`src/rtl/seg7_mux_capture.sv`:
```
// Read-back of a two-digit multiplexed seven-segment display: sync, polarity fix, debounce, decode to BCD.
// Define SEG7_HEX_DECODE_EN to also accept the A-F hex glyphs as codes 10-15.
module seg7_mux_capture #(
  parameter int STABLE_CNT = 4,
  parameter int TIMEOUT    = 1024
) (
  input  logic       clk,
  input  logic       rst_n,
  input  logic [7:0] seg_in_i,
  input  logic [1:0] dig_en_i,
  input  logic       seg_inv_i,
  input  logic       dig_inv_i,
  input  logic       err_clr_i,
  output logic [3:0] digit1_o,
  output logic [3:0] digit10_o,
  output logic       d1_valid_o,
  output logic       d10_valid_o,
  output logic       seg_err_o,
  output logic       update_o
);

  localparam int RUN_W = $clog2(STABLE_CNT + 1);
  localparam int AGE_W = $clog2(TIMEOUT + 1);
  localparam logic [RUN_W-1:0] RUN_MAX = RUN_W'(STABLE_CNT);
  localparam logic [AGE_W-1:0] AGE_MAX = AGE_W'(TIMEOUT);

  // Returns {pattern_ok, lit, code}; blank is ok but not lit.
  function automatic logic [5:0] dec7(input logic [6:0] p);
    logic [5:0] r;
    r = 6'b0;
    case (p)
      7'h00: r = {2'b10, 4'd0};
      7'h3F: r = {2'b11, 4'd0};
      7'h06: r = {2'b11, 4'd1};
      7'h5B: r = {2'b11, 4'd2};
      7'h4F: r = {2'b11, 4'd3};
      7'h66: r = {2'b11, 4'd4};
      7'h6D: r = {2'b11, 4'd5};
      7'h7D: r = {2'b11, 4'd6};
      7'h07: r = {2'b11, 4'd7};
      7'h7F: r = {2'b11, 4'd8};
      7'h6F: r = {2'b11, 4'd9};
`ifdef SEG7_HEX_DECODE_EN
      7'h77: r = {2'b11, 4'd10};
      7'h7C: r = {2'b11, 4'd11};
      7'h39: r = {2'b11, 4'd12};
      7'h5E: r = {2'b11, 4'd13};
      7'h79: r = {2'b11, 4'd14};
      7'h71: r = {2'b11, 4'd15};
`endif
      default: r = 6'b0;
    endcase
    return r;
  endfunction

  logic       unused_dp;
  logic [6:0] seg_s1_q, seg_s2_q;
  logic [1:0] en_s1_q, en_s2_q;
  logic [6:0] seg;
  logic [1:0] en;
  logic [1:0] smp;

  // Index 0 is the ones digit, index 1 the tens digit.
  logic [1:0][6:0]       pat_q, pat_d;
  logic [1:0][RUN_W-1:0] run_q, run_d;
  logic [1:0][AGE_W-1:0] age_q, age_d;
  logic [1:0][3:0]       dig_q, dig_d;
  logic [1:0]            val_q, val_d;
  logic                  err_q, err_d;
  logic                  upd_q, upd_d;
  logic                  err_set;
  logic [5:0]            dec_c;
  logic                  commit_c;

  assign unused_dp = seg_in_i[7];
  assign seg = seg_inv_i ? ~seg_s2_q : seg_s2_q;
  assign en  = dig_inv_i ? ~en_s2_q : en_s2_q;
  assign smp = {en == 2'b10, en == 2'b01};

  always_comb begin
    pat_d    = pat_q;
    run_d    = run_q;
    age_d    = age_q;
    dig_d    = dig_q;
    val_d    = val_q;
    dec_c    = 6'b0;
    commit_c = 1'b0;
    err_set  = (en == 2'b11);
    for (int i = 0; i < 2; i++) begin
      if (smp[i]) begin
        age_d[i] = '0;
        if (seg == pat_q[i]) begin
          if (run_q[i] != RUN_MAX) run_d[i] = run_q[i] + 1'b1;
          commit_c = (run_d[i] == RUN_MAX) && (run_q[i] != RUN_MAX);
        end else begin
          pat_d[i] = seg;
          run_d[i] = RUN_W'(1);
          commit_c = (run_d[i] == RUN_MAX);
        end
        if (commit_c) begin
          dec_c = dec7(seg);
          if (!dec_c[5]) begin
            err_set = 1'b1;
          end else begin
            dig_d[i] = dec_c[3:0];
            val_d[i] = dec_c[4];
          end
        end
      end else if (age_q[i] != AGE_MAX) begin
        age_d[i] = age_q[i] + 1'b1;
        if (age_d[i] == AGE_MAX) begin
          dig_d[i] = 4'd0;
          val_d[i] = 1'b0;
          run_d[i] = '0;
        end
      end
    end
    err_d = (err_q & ~err_clr_i) | err_set;
    upd_d = ({dig_d, val_d} != {dig_q, val_q});
  end

  always_ff @(posedge clk or negedge rst_n) begin
    if (!rst_n) begin
      seg_s1_q <= '0;
      seg_s2_q <= '0;
      en_s1_q  <= '0;
      en_s2_q  <= '0;
      pat_q    <= '0;
      run_q    <= '0;
      age_q    <= '0;
      dig_q    <= '0;
      val_q    <= '0;
      err_q    <= 1'b0;
      upd_q    <= 1'b0;
    end else begin
      seg_s1_q <= seg_in_i[6:0];
      seg_s2_q <= seg_s1_q;
      en_s1_q  <= dig_en_i;
      en_s2_q  <= en_s1_q;
      pat_q    <= pat_d;
      run_q    <= run_d;
      age_q    <= age_d;
      dig_q    <= dig_d;
      val_q    <= val_d;
      err_q    <= err_d;
      upd_q    <= upd_d;
    end
  end

  assign digit1_o    = dig_q[0];
  assign digit10_o   = dig_q[1];
  assign d1_valid_o  = val_q[0];
  assign d10_valid_o = val_q[1];
  assign seg_err_o   = err_q;
  assign update_o    = upd_q;

endmodule

```
`config.mk`:
```
export PLATFORM = sky130hd
export DESIGN_NAME = seg7_mux_capture
export DESIGN_NICKNAME = d
export VERILOG_FILES = /design/src/rtl/seg7_mux_capture.sv
export SDC_FILE = /design/constraint.sdc
export NUM_CORES = 1
export LEC_CHECK = 0
export BUFFER_PORTS_ARGS = -buffer_cell sky130_fd_sc_hd__buf_2
export CORE_MARGIN = 3
export CORE_UTILIZATION = 30
export DETAILED_ROUTE_END_ITERATION = 6
export PLACE_DENSITY = 0.46
export SYNTH_ARGS = -nofsm -noshare
export SYNTH_HDL_FRONTEND = slang
export SYNTH_SLANG_ARGS = --single-unit
export TNS_END_PERCENT = 10
```
`constraint.sdc`:
```
create_clock -name clk -period 3.1 [get_ports clk]
set_input_delay 0.31 -clock clk [delete_from_list [all_inputs] [get_ports clk]]
set_output_delay 0.31 -clock clk [all_outputs]
set_load 0.005 [all_outputs]
```
==> flow_summary_export.csv <==
group,metric,value,unit
setup_path,ff2ff_setup_slack,0.25,ns
placed_design,dpl.hpwl,7.02,mm
grt,antenna_found_initial,0,
cells_and_area,final_cells,661,
floorplanning,start_util,30.9,%
setup_path,path_cells,"or3b_2 -> o22ai_1 -> a222oi_1 -> buf_4 -> and3_1 -> a2111oi_0 -> a2111oi_1 -> o2111ai_1",
setup_path,cp-end-kind,"flop",
setup_path,cp.buffers_inverters,1,
timing,fmax,351,MHz
synth,synth_top_area_share,43.5,%
grt,grt_pass1_vias,3142,
power_and_ir_drop,power.density,549,mW/mm²
synth,ys_seq_elements,72,
power_and_ir_drop,clock_power_share,42.4,%
timing,clock_skew,0.00878,ns
clock_tree,cts-buffers-inserted,9,
floorplanning,ios,27,
power_and_ir_drop,p_seq_share,43.0,%
timing,tns,0,ns
power_and_ir_drop,total_power,2.67,mW
timing,timing.final.crit_share,91.9,%
timing,rsz0062_at_grt,"no",
timing,fin_hold_ws,0.0739,ns
clock_tree,cts_tree,"yes",
floorplanning,fp.dieW,124,µm
setup_path,crit_type,"reg2reg",
placed_design,gp_congestion,0.888,
floorplanning,rows,42,
synth,synth.cell_area,0.00415,mm²
synth,dominantRegCellSynth,"dfrtp_1",
power_and_ir_drop,p_switching,0.728,mW
power_and_ir_drop,p_sw_share,27.2,%
route,drt_iter0_drc,234,
run_status,status,"finished, final reports clean",
cells_and_area,syn_to_final_growth,17.4,%
grt,grt_max_degree,73,
setup_path,cp.required,3.34,ns
power_and_ir_drop,p_leak,1.99,nW
clock_tree,path_clk_slew,0.06,ns
synth,synthesis.nets,465,
synth,netlist_instances,442,
route,num_vias,3315,
clock_tree,root_buffer,"clkbuf_16",
cells_and_area,mostFrequentLayoutCells,"70 x dfrtp_1, 54 x nor2_1, 43 x nand2_1",
placed_design,dp_cells,644,
grt,grt_pass1_wl,16.3,mm
setup_path,startpoint_type,"flop",
route,via_per_inst,5.02,
timing,final-setup-viol-count,0,
synth,synth-edff-count,0,
clock_tree,cts-htree-levels,3,
cells_and_area,final_common_cell,"dfrtp_1",
synth,synth.area.top_cells,"dfrtp_1 43%, xor2_1 5.3%, nor2_1 4.9%",
setup_path,worstPathArrival,3.09,ns
clock_tree,worstSkewPairLatency,0.34,ns
power_and_ir_drop,max-vdd-ir-drop,0.290,mV
clock_tree,clk_path_buf_depth,2,
placed_design,io_buffer_count,25,
synth,syn_avg_cell_area,9.38,µm²
timing,period_needed,2.85,ns
synth,async_flop_share,100,%
timing,finalHoldViolations,0,
setup_path,crit_family,"compound AO/OA/AOI/OAI gates",
synth,synth_top_area_cell,"dfrtp_1",
power_and_ir_drop,p_comb_share,14.6,%
synth,ys_seq_area_share,43.5,%
cells_and_area,nNetsFinal,503,
setup_path,max_stage_delay,0.60,ns
setup_path,worstPathMaxFanout,14,
timing,slew_violations,0,
flow_run,maxCapViolations,0,
floorplanning,die_y,124,µm
route,drtAntennaViolNets,0,
synth,yosys_warnings,0,
route,routed_wl,9.71,mm
floorplanning,die_area,0.0153,mm²
grt,overflow,0,
placed_design,dpl_cell_area,0.00453,mm²
clock_tree,cts.sinks,72,
route,post_drt_wl_per_cell,14.7,µm
route,dr.pass1.iters,5,
cells_and_area,drive_gt1_share,18.8,%
route,drc_errors,0,
cells_and_area,design_area,0.00487,mm²
cells_and_area,diodes,0,
hold_path,hp-class,"in2reg",
setup_path,crit_slowest_cell,"or3b_2",
timing,slew_headroom,25.1,%
power_and_ir_drop,p_int,1.95,mW
floorplanning,coreArea,0.0134,mm²
synth,synth.distinct_cells,63,
timing,tightest_slew,1.12,ns
grt,grt_util_all_layers,13.8,%
synth_stat cells, drive strengths merged, types with 2 or more instances:
master and count:
nor2b 2, o32ai 4, nand2 43, xnor2 13, mux2 10, ha 8
o21ai 18, or3b 5, nand2b 9, or2b 2, o21a 6, nor3 8
a21oi 12, nor4 7, dfrtp 72, or3 4, and2 4, inv 11
or4b 2, xor2 25, a31oi 6, o22ai 7, nand4b 5, o211ai 5
buf 17, o2111ai 2, a211oi 3, nor2 54, nand4 12, mux2i 4
nand3 16, or4 2, and3 5, nor3b 2, a2111oi 5, nor4b 2
or2 4, nand3b 8, and4 2
cells by family after synthesis:
kind of cell	synth area share (%)
buffers and inverters	3.47
xor gates and xnor gates	8.03
adders and majority gates	2.41
and+or+nand+nor	25.5
muxes	3.68
DFF	43.5
AOI/OAI and AO/OA	13.5
registers in the layout, summed over array words and instances (netlist names):
signal     flops
digit10_o      4
age_q         22
update_o       1
val_q          2
pat_q         14
seg_s1_q       7
en_s2_q        2
seg_err_o      1
run_q          6
en_s1_q        2
digit1_o       4
seg_s2_q       7
area by class of cell:
class	count	area, µm²
sequential	72	1800
tap	176	220
clock inverter	4	76.3
multi-input combinational	341	2200
clock buffer	12	246
timing repair buffer	45	278
inverter	11	41.3
fill	1374	8530
worst paths after layout:
kind / depth (start not counted) / from / endpoint
worst min-delay path: 1 / seg_in_i[6] / seg_s1_q[6]
worst max register to register: 8 / seg_s2_q[0] / update_o
max in group asynchronous: 1 / rst_n / digit10_o[1]
min in group asynchronous: 1 / rst_n / pat_q[8]
worst max-delay path: 8 / seg_s2_q[0] / update_o
worst min register to register: 0 / en_s1_q[1] / en_s2_q[1]
what timing repair did:
action	in CTS	in global routing
hold endpoints to repair	0	0
hold buffers	0	0
endpoints found under the setup margin	0	1
setup buffers	0	1
resized for setup	0	3
metal layers:
layer / global-route usage [%] / wire length, µm / up-vias
met3: 3.34 / 424 / 7
li1: - / - / 1674
met1: 19.3 / 4840 / 1581
met2: 20.7 / 4340 / 53
met5: 0 / 0 / -
met4: 4.98 / 100 / 0
stage by stage:
| step | worst slack [ns] | utilization (%) |
|---|---|---|
| after floorplan | 0.413 | - |
| after global routing | 0.0604 | 36.3 |
| after CTS | 0.150 | 36.2 |
| after global placement | 0.211 | 33.8 |
| final | 0.253 | 36.3 |
| after detailed placement | 0.173 | 33.8 |
power by group through the flow:
stage	logic [mW]	registers, mW	clock network (mW)
after floorplan	0.299	1.13	0
after global placement	0.386	1.16	0
after detailed placement	0.395	1.17	0
after CTS	0.398	1.15	1.17
after global routing	0.447	1.17	1.21
final	0.390	1.15	1.13
Power figures use the tool's default switching activity.
